==> config.mk <==
export PLATFORM = sky130hd
export DESIGN_NAME = stream_merge2
export DESIGN_NICKNAME = d
export VERILOG_FILES = /design/src/rtl/stream_merge_pkg.sv /design/src/rtl/rr_arb2.sv /design/src/rtl/stream_merge2.sv
export SDC_FILE = /design/constraint.sdc
export NUM_CORES = 1
export LEC_CHECK = 0
export ABC_CLOCK_PERIOD_IN_PS = 2000
export BUFFER_PORTS_ARGS = -buffer_cell sky130_fd_sc_hd__buf_4
export CAP_MARGIN = 25
export CELL_PAD_IN_SITES_DETAIL_PLACEMENT = 1
export CELL_PAD_IN_SITES_GLOBAL_PLACEMENT = 2
export CORE_MARGIN = 10
export CORE_UTILIZATION = 25
export DETAILED_ROUTE_END_ITERATION = 10
export GPL_TIMING_DRIVEN = 0
export PLACE_DENSITY = 0.74
export SETUP_SLACK_MARGIN = 0.4
export SYNTH_ARGS = -nofsm -noshare
export SYNTH_HDL_FRONTEND = slang
export SYNTH_SLANG_ARGS = --single-unit
==> constraint.sdc <==
create_clock -name clk -period 2 [get_ports clk]
set_input_delay 0.2 -clock clk [delete_from_list [all_inputs] [get_ports clk]]
set_output_delay 0.2 -clock clk [all_outputs]
set_load 0.01 [all_outputs]
==> src/rtl/stream_merge_pkg.sv <==
// Shared constants for the two-to-one stream merger.
// Source and mode encodings match the companion 1-to-2 demux.
package stream_merge_pkg;

    localparam int DATA_W_DEF = 10;
    localparam int CNT_W_DEF  = 16;

    localparam logic SRC_X = 1'b1;
    localparam logic SRC_Y = 1'b0;

    localparam logic MODE_RR    = 1'b0;
    localparam logic MODE_FIXED = 1'b1;

endpackage

==> src/rtl/rr_arb2.sv <==
// Two-way round-robin arbiter with fixed-select override.
// last_grant only moves when the granted word is actually taken.
import stream_merge_pkg::*;

module rr_arb2 (
    input  logic clk,
    input  logic rst,
    input  logic req_x,
    input  logic req_y,
    input  logic mode,
    input  logic sel,
    input  logic advance,
    output logic grant,
    output logic grant_vld
);

    logic last_grant;
    logic rr;

    assign rr = (mode == MODE_RR);

    always_comb begin
        grant     = SRC_Y;
        grant_vld = 1'b0;
        unique case (1'b1)
            !rr: begin
                grant     = sel;
                grant_vld = 1'b1;
            end
            rr && req_x && req_y: begin
                grant     = ~last_grant;
                grant_vld = 1'b1;
            end
            rr && req_x && !req_y: begin
                grant     = SRC_X;
                grant_vld = 1'b1;
            end
            rr && !req_x && req_y: begin
                grant     = SRC_Y;
                grant_vld = 1'b1;
            end
            default: ;
        endcase
    end

    always_ff @(posedge clk) begin
        if (rst) begin
            last_grant <= SRC_Y;
        end else if (advance) begin
            last_grant <= grant;
        end
    end

endmodule

==> src/rtl/stream_merge2.sv <==
// Merges sources x and y onto one registered, source-tagged channel
// with saturating per-source accepted-word counters.
import stream_merge_pkg::*;

module stream_merge2 #(
    parameter int DATA_W = DATA_W_DEF,
    parameter int CNT_W  = CNT_W_DEF
) (
    input  logic              clk,
    input  logic              rst,
    input  logic [DATA_W-1:0] x_in,
    input  logic              x_valid,
    output logic              x_ready,
    input  logic [DATA_W-1:0] y_in,
    input  logic              y_valid,
    output logic              y_ready,
    input  logic              mode,
    input  logic              sel,
    output logic [DATA_W-1:0] out_data,
    output logic              out_src,
    output logic              out_valid,
    input  logic              out_ready,
    output logic [CNT_W-1:0]  x_cnt,
    output logic [CNT_W-1:0]  y_cnt
);

    logic load_en;
    logic grant;
    logic grant_vld;
    logic x_acc;
    logic y_acc;
    logic acc;

    // Single output slot: refill whenever it is empty or being drained.
    assign load_en = !out_valid || out_ready;

    assign x_ready = !rst && load_en && grant_vld && (grant == SRC_X);
    assign y_ready = !rst && load_en && grant_vld && (grant == SRC_Y);

    assign x_acc = x_valid && x_ready;
    assign y_acc = y_valid && y_ready;
    assign acc   = x_acc || y_acc;

    rr_arb2 u_arb (
        .clk       (clk),
        .rst       (rst),
        .req_x     (x_valid),
        .req_y     (y_valid),
        .mode      (mode),
        .sel       (sel),
        .advance   (acc),
        .grant     (grant),
        .grant_vld (grant_vld)
    );

    always_ff @(posedge clk) begin
        if (rst) begin
            out_valid <= 1'b0;
            out_data  <= '0;
            out_src   <= SRC_Y;
        end else if (load_en) begin
            out_valid <= acc;
            if (acc) begin
                out_data <= (grant == SRC_X) ? x_in : y_in;
                out_src  <= grant;
            end
        end
    end

    always_ff @(posedge clk) begin
        if (rst) begin
            x_cnt <= '0;
            y_cnt <= '0;
        end else begin
            if (x_acc && (x_cnt != '1)) begin
                x_cnt <= x_cnt + 1'b1;
            end
            if (y_acc && (y_cnt != '1)) begin
                y_cnt <= y_cnt + 1'b1;
            end
        end
    end

endmodule

Yosys cells after proc, flatten, opt, wreduce, memory -nomap -nowiden
Index checks and enable logic that the tools add are counted.
Widths: inputs -> output; s select.
{"block": "word_totals", "register_bits": 45, "inputBits": 27, "output_inout_bits": 46}
{"block": "classes", "n_addsub": 2, "eq_ne": 2, "muxes": 3, "n_bitwise": 3, "n_reduce_logical": 21}
{"op": "$add 16x1->16 const B", "n": 2}
{"op": "$ne 16x16->1 const B", "n": 2}
{"op": "$logic_and 1x1->1", "n": 13}
{"op": "$mux 10", "n": 1}
{"op": "$logic_not 1->1", "n": 4}
{"op": "$reduce_or 4->1", "n": 1}
{"op": "$not 1->1", "n": 3}
{"op": "$pmux 1 s3", "n": 1}
{"op": "$logic_or 1x1->1", "n": 2}
{"op": "$reduce_and 2->1", "n": 1}
{"op": "$mux 1", "n": 1}

Depth between registers and ports, before layout
Gate-level depths: netlist of the first run.
{"block": "logic_depth", "word_depth": 10, "ltp_mapped": 7, "depth_no_buf": 6}

Hierarchy
From an unflattened synthesis of the first run, not the netlist that was laid out.
{"block": "unflattened", "cells_unflattened": 250, "hier_area_um2": 2173.3}
{"module": "stream_merge2", "instances": 1, "cells_each": 242, "area_per_inst_um2": 2094.5, "seq_area_each_um2": 880.8}
{"module": "rr_arb2", "instances": 1, "cells_each": 8, "area_per_inst_um2": 78.8, "seq_area_each_um2": 20.0}

Worst setup path after synthesis of the first run
OpenSTA, ideal clock, no wires.
{"block": "synth_path", "path_type": "reg-to-reg", "startpoint": "register x_cnt[0]", "endpoint": "register x_cnt[11]", "setup_time_ps": 128, "t_arrival_ps": 1897, "t_required_ps": 1872, "path_slack_ps": -25, "path_stages_with_launch": 7, "path_buffers": 0, "cell_sequence": "dfxtp_1 -> ha_1 -> nand3_1 -> nor4_1 -> or4b_1 -> xor2_1 -> nor2_1"}
{"block": "synth_between", "elab_chain_len": 2}
{"element": "from (decl)", "line_no": "stream_merge2.sv:23", "text": "output logic [CNT_W-1:0] x_cnt,"}
{"element": "from (signal assigned)", "line_no": "stream_merge2.sv:76", "text": "x_cnt <= x_cnt + 1'b1;"}
{"element": "parallel branches: the longest is 2 deep, another holds $add 16x1->16"}
Parallel ways; which one is timed is not known.
A chain may end at the register's enable or synchronous reset.

Worst setup path in the final report of the first run
{"block": "layout_path", "startpoint": "register x_cnt[2]", "endpoint": "register x_cnt[15]"}
Same word-level chain as after synthesis.

==> results of run 1 <==
## how the worst max path moves through the flow
stage	start	end	slack (ns)	cells past startpoint
floorplan	x_cnt[2]$_SDFFE_PP0P_	x_cnt[13]$_SDFFE_PP0P_	0.26	5
global placement	x_valid	y_ready	-0.13	7
detailed placement	x_valid	out_data[2]$_SDFFE_PP0P_	-0.16	8
CTS	y_cnt[0]$_SDFFE_PP0P_	y_cnt[14]$_SDFFE_PP0P_	0.14	6
global route	x_cnt[2]$_SDFFE_PP0P_	x_cnt[6]$_SDFFE_PP0P_	0.1	9
finish	x_cnt[2]$_SDFFE_PP0P_	x_cnt[15]$_SDFFE_PP0P_	0.14	7
## through the flow
step | worst slack, ns | setup TNS [ns] | instance area [sq um] | util [%] | hold slack [ns]
2_1_floorplan | 0.2640 | 0 | 2257 | - | 0.3590
3_3_place_gp | -0.1332 | -0.8382 | 2929 | 35.29 | 0.4676
3_5_place_dp | -0.1645 | -1.269 | 2929 | 35.29 | 0.4803
4_1_cts | 0.1350 | 0 | 3537 | 42.62 | 0.1490
5_1_grt | 0.09898 | 0 | 3770 | 45.42 | 0.1555
6_report | 0.1425 | 0 | 3770 | 45.42 | 0.1551
## synth_stat cells, types with 4 or more instances
library cell	count
nor2_1	33
nand2_1	35
mux2i_1	6
nand3_1	16
and4_1	4
nor4b_1	5
dfxtp_1	45
nor3_1	4
or3_1	4
clkbuf_1	10
xnor2_1	12
a311oi_1	10
nor4_1	5
nor2b_1	4
o31ai_1	4
nand4_1	7
a21oi_1	13
o21ai_0	8
## timing repair
item,in CTS,in global routing
gates resized for setup,55,42
buffers inserted,34,11
cloned,1,0
pin swaps,24,28
setup endpoints to repair,44,44
## power breakdown
part	switching [W]	internal, W
Clock	0.000335	0.000313
Combinational	0.000168	0.000172
Sequential	0.0000179	0.000911
## flip-flops by register name, summed over array words and instances (netlist names)
register,cells
out_valid,1
y_cnt,16
out_data,10
u_arb.last_grant,1
out_src,1
x_cnt,16
## tightest hold or removal path, cell delays in order
cell and delay [ns]:
buf_4 0.11, nand2_1 0.04, a311oi_1 0.07
## cell type report
type	instances	area, sq um
plain buffers	12	117.6
clock buffers	7	96.34
clock inverters	1	5.005
fillers	969	4529
inverters	2	7.507
multi-input cells	198	1535
flip-flops and latches	45	949.7
well taps	105	131.4
repair buffers	118	927.1
## routing by layer
metal  track usage, %  vias to the layer above  wire, um
met1            15.14                     1207      3756
met3            3.170                        7       384
met2            22.43                       47      4413
met4            3.130                        0        97
met5                0                        -         0
li1                 -                     1190         -
## cell families after synthesis
| kind of cell | count (synthesis) | share of synthesized area (%) |
|---|---|---|
| adder cells (fa/ha/maj) | 2 | 1.164 |
| XOR/XNOR | 14 | 5.704 |
| AND/OR/NAND/NOR | 133 | 31.66 |
| flip-flops | 45 | 41.91 |
| buffers and inverters | 14 | 2.678 |
| AO/OA/AOI/OAI | 41 | 13.04 |
| multiplexers | 8 | 3.842 |
==> qor.csv, run 1 <==
metric;value;unit
status;finished, final reports clean;
Nets;411;
initial antenna violation count;0;
worst min path class;input port to flip-flop;
crit path launch type;flip-flop;
Clock Path Buffers;2;
DRC errors left;0;
Pwr Total;0.001918;W
TritonCTS Sinks;45;
max_slew headroom;53.17;%
worst-margin pin slew;0.7025;ns
CP bufs+invs;2;
EDFF count, synth;0;
vias in the first global route;2525;
static leakage;1.482;nW
r2r setup slk;0.14;ns
post-synthesis instance total;257;
delay of the slowest critical-path stage;0.52;ns
Area Growth Syn to Fin;75.38;%
post-synth top area share;41.91;%
cell taking the most area after synthesis;dfxtp_1;
GR Util All Layers;12.77;%
Final Routed Wirelength;8652;um
total CTS buffers;5;
Period minus WS final;1.858;ns
reg2reg end;x_cnt[15]$_SDFFE_PP0P_;
via count;2451;
num ports;73;
Worst Reg-to-Reg Cells;7;
worst-path cell chain;buf_6, nand4_1, buf_4, nor4_4, or4b_4, or3_1, a21oi_1;
most frequent cells in the layout;107 x buf_4, 34 x nand2_1, 31 x nor2_1;
Yosys warnings;0;
Crit path max-delay family;simple AND/OR/NAND/NOR gates;
Die Span Y;112.7;um
Worst Hold Depth;3;
global placement routability congestion;0.7166;
Final Hold Fails;0;
Port-buffer cells;72;
drt wl/cell;17.73;um
placed insts;434;
unrepaired setup endpoints after global routing;yes;
WS Path Type;flip-flop to flip-flop;
critical path endpoint category;flip-flop;
Post-Syn Area per Cell;8.364;sq um
Final setup viols;0;
die area;12710;sq um
Seq/Total Area, Yosys;41.91;%
clock transition at the registers of the reported paths;0.09;ns
Synth area leaders;dfxtp_1 42%, nand2_1 6.1%, nor2_1 5.8%;
synthesized flop and latch total;45;
Routed Antenna Nets;0;
Post-Syn Nets;286;
Top FF cell, synth;dfxtp_1;
Max-cap violations;0;
CP arrival;2.09;ns
leading cell type in the layout, fill and taps excluded;buf_4;
Congestion Overflow GR;0;
Post-DP HPWL;5701;um
Cell Count, Final, Fillers Out;488;
pwr dens;508.7;nW/um^2
worst hold start;y_in[8];
Worst R2R Start;x_cnt[2]$_SDFFE_PP0P_;
largest net degree at the start of global routing;14;
share of layout cells above drive strength 1;53.79;%
Required @ worst endpoint;2.23;ns
Yosys cell types;39;
first-pass GRT wire length;13430;um
f_max;538.4;MHz
CP max FO;5;
DRT iter0 DRCs;52;
Die X;112.7;um
Syn Std Cell Area;2150;sq um
# diodes;0;
Slowest cell on crit path;or4b_4;
Skew-Pair Late Insertion Delay;0.31;ns
max-slew violation count;0;
Hold EP;out_data[8]$_SDFFE_PP0P_;
crit share post-route;92.88;%
1st-pass router iterations;4;
Layout Skew;0.006468;ns
root buffer cell;clkbuf_8;
CTS tree;built;
Max VDD drop;0.2207;mV
DR vias/cell;5.023;
htree depth;2;
row count;33;
fraction of registers with async set/reset;0;%
Post-CTS Hold Buffers;0;
Core Area;8299;sq um
initial core utilization;25.90;%
Note: power is estimated with default switching activity, not from simulation.
==> inputs of run 2 (changes only) <==
- ABC_CLOCK_PERIOD_IN_PS: 2000 -> 1800
- CORE_UTILIZATION: 25 -> 28
- PLACE_DENSITY: 0.74 -> 0.79
- SETUP_SLACK_MARGIN: 0.4 -> not set
- clock period: 2 -> 1.8 ns (I/O delays scaled with it)
==> qor.csv, run 2 (synthesis results as in run 1) <==
metric;value;unit;change
# diodes;0;;unchanged
Final Hold Fails;0;;unchanged
CP max FO;5;;unchanged
Port-buffer cells;72;;unchanged
Final setup viols;4;;was 0
total CTS buffers;5;;unchanged
row count;31;;was 33
worst-path cell chain;ha_4, and3_4, nand2_2, a2111o_1, or4_4, a21oi_2;;was buf_6, nand4_1, buf_4, nor4_4, or4b_4, or3_1, a21oi_1
DRC errors left;0;;unchanged
Reg power frac;52.7;%;was 48.4%
Max-cap violations;0;;unchanged
crit path launch type;flip-flop;;unchanged
initial core utilization;29.17;%;was 25.90%
layout filler cell count;889;;was 969
crit share post-route;103.9;%;was 92.88%
initial antenna violation count;0;;unchanged
max-slew violation count;0;;unchanged
die area;11580;sq um;was 12710 sq um
delay of the slowest critical-path stage;0.50;ns;was 0.52 ns
Layout Skew;0.004506;ns;was 0.006468 ns
Sw Ratio;26.41;%;was 27.19%
via count;2332;;was 2451
Core Area;7370;sq um;was 8299 sq um
largest registers;x_cnt x16, y_cnt x16, out_data x10;;unchanged
Clock Power Share;31.4;%;was 33.8%
worst min path class;input port to flip-flop;;unchanged
Post-DP HPWL;5536;um;was 5701 um
f_max;534.5;MHz;was 538.4 MHz
static leakage;1.322;nW;was 1.482 nW
Power Internal;0.001436;W;was 0.001396 W
root buffer cell;clkbuf_8;;unchanged
DR vias/cell;5.048;;was 5.023
Skew-Pair Late Insertion Delay;0.29;ns;was 0.31 ns
first-pass GRT wire length;12360;um;was 13430 um
Final Routed Wirelength;7939;um;was 8652 um
drt wl/cell;17.18;um;was 17.73 um
num ports;73;;unchanged
share of layout cells above drive strength 1;41.87;%;was 53.79%
placed insts;428;;was 434
most frequent cells in the layout;96 x buf_4, 34 x nand2_1, 33 x nor2_1;;was 107 x buf_4, 34 x nand2_1, 31 x nor2_1
vias in the first global route;2309;;was 2525
1st-pass router iterations;4;;unchanged
DRT iter0 DRCs;108;;was 52
status;complete, but fails checks;;was finished, final reports clean
footprint of the multi-input gates;1330;sq um;was 1535 sq um
WS Path Type;flip-flop to flip-flop;;unchanged
leading cell type in the layout, fill and taps excluded;buf_4;;unchanged
Die Span Y;107.6;um;was 112.7 um
Area Growth Syn to Fin;55.30;%;was 75.38%
CTS tree;built;;unchanged
Required @ worst endpoint;2.03;ns;was 2.23 ns
Slowest cell on crit path;or4_4;;was or4b_4
largest net degree at the start of global routing;13;;was 14
unrepaired setup endpoints after global routing;yes;;unchanged
global placement routability congestion;0.7935;;was 0.7166
pwr dens;584.6;nW/um^2;was 508.7 nW/um^2
Period minus WS final;1.871;ns;was 1.858 ns
CP arrival;2.10;ns;was 2.09 ns
Clock Path Buffers;2;;unchanged
clock transition at the registers of the reported paths;0.08;ns;was 0.09 ns
P_sw;0.0005153;W;was 0.0005214 W
Routed Antenna Nets;0;;unchanged
TritonCTS Sinks;45;;unchanged
setup slack after layout;-0.07095;ns;was 0.1425 ns
Gate power share;15.8;%;was 17.7%
Post-CTS Hold Buffers;0;;unchanged
critical path endpoint category;flip-flop;;unchanged
violated checks;negative setup slack;;
GR Util All Layers;13.13;%;was 12.77%
max_slew headroom;60.92;%;was 53.17%
Max VDD drop;0.3552;mV;was 0.2207 mV
worst-margin pin slew;0.5861;ns;was 0.7025 ns
Congestion Overflow GR;0;;unchanged
setup_tns;-0.2024;ns;was 0 ns
register area;948.4;sq um;was 949.7 sq um
Die X;107.6;um;was 112.7 um
Cell Count, Final, Fillers Out;462;;was 488
Nets;391;;was 411
htree depth;2;;unchanged
[run 2: timing repair]
item,4_1_cts,5_1_grt
buffers inserted,16,10
pin swaps,10,8
setup endpoints to repair,36,34
resized for setup,36,21
endpoints found under the hold margin,0,0
cloned,0,0
[run 2: metrics by stage]
stage,power (W),hold slack (ns),cell area [sq um],worst slack (ns),utilization (%)
5_1_grt,0.002061,0.1457,3338,-0.1670,45.30
4_1_cts,0.001975,0.1401,3187,-0.1811,43.24
2_1_floorplan,0.001190,0.3390,2197,-0.01142,-
3_3_place_gp,0.001331,0.4598,2861,-0.5750,38.83
3_5_place_dp,0.001336,0.4677,2861,-0.5405,38.83
6_report,0.001951,0.1485,3338,-0.07095,45.30
[run 2: power by group through the flow]
| stage | logic [W] | clock network, W | registers [W] |
|---|---|---|---|
| floorplan | 0.000115 | 0 | 0.00108 |
| global placement | 0.000268 | 0 | 0.00106 |
| detailed placement | 0.000271 | 0 | 0.00106 |
| CTS | 0.000290 | 0.000651 | 0.00103 |
| global route | 0.000339 | 0.000689 | 0.00103 |
| finish | 0.000309 | 0.000613 | 0.00103 |
[run 2: worst paths after layout]
path                            cells past startpoint  slack (ns)                        to                   from
worst min-delay path                                3        0.15  out_data[7]$_SDFFE_PP0P_                y_in[7]
worst min register to register                      1        0.47     x_cnt[2]$_SDFFE_PP0P_  x_cnt[2]$_SDFFE_PP0P_
worst max-delay path                                6       -0.07    y_cnt[14]$_SDFFE_PP0P_  y_cnt[0]$_SDFFE_PP0P_
worst max register to register                      6       -0.07    y_cnt[14]$_SDFFE_PP0P_  y_cnt[0]$_SDFFE_PP0P_
[run 2: final cells by class]
cell class	count	share of cell area, %
clock buffers	8	2.399
repair buffers	98	22.64
well taps	99	3.711
plain buffers	12	2.774
flip-flops and latches	45	28.41
multi-input cells	198	39.84
inverters	2	0.2249
[run 2: worst max-delay path: cells and delay by family (launching register included)]
family / cells / cell delay, ns
AOI/OAI and AO/OA: 2 / 0.56
adders and majority gates: 1 / 0.13
and+or+nand+nor: 3 / 0.73
DFF: 1 / 0.38
[run 2: per-layer routing]
layer  part of all wire, %  global-route usage [%]  vias to the layer above
met5                     0                       0                        -
met4                   1.2                   4.294                        0
met3                   5.2                   3.653                        5
met2                    48                   21.03                       53
met1                    46                   16.54                     1126
li1                      -                       -                     1148
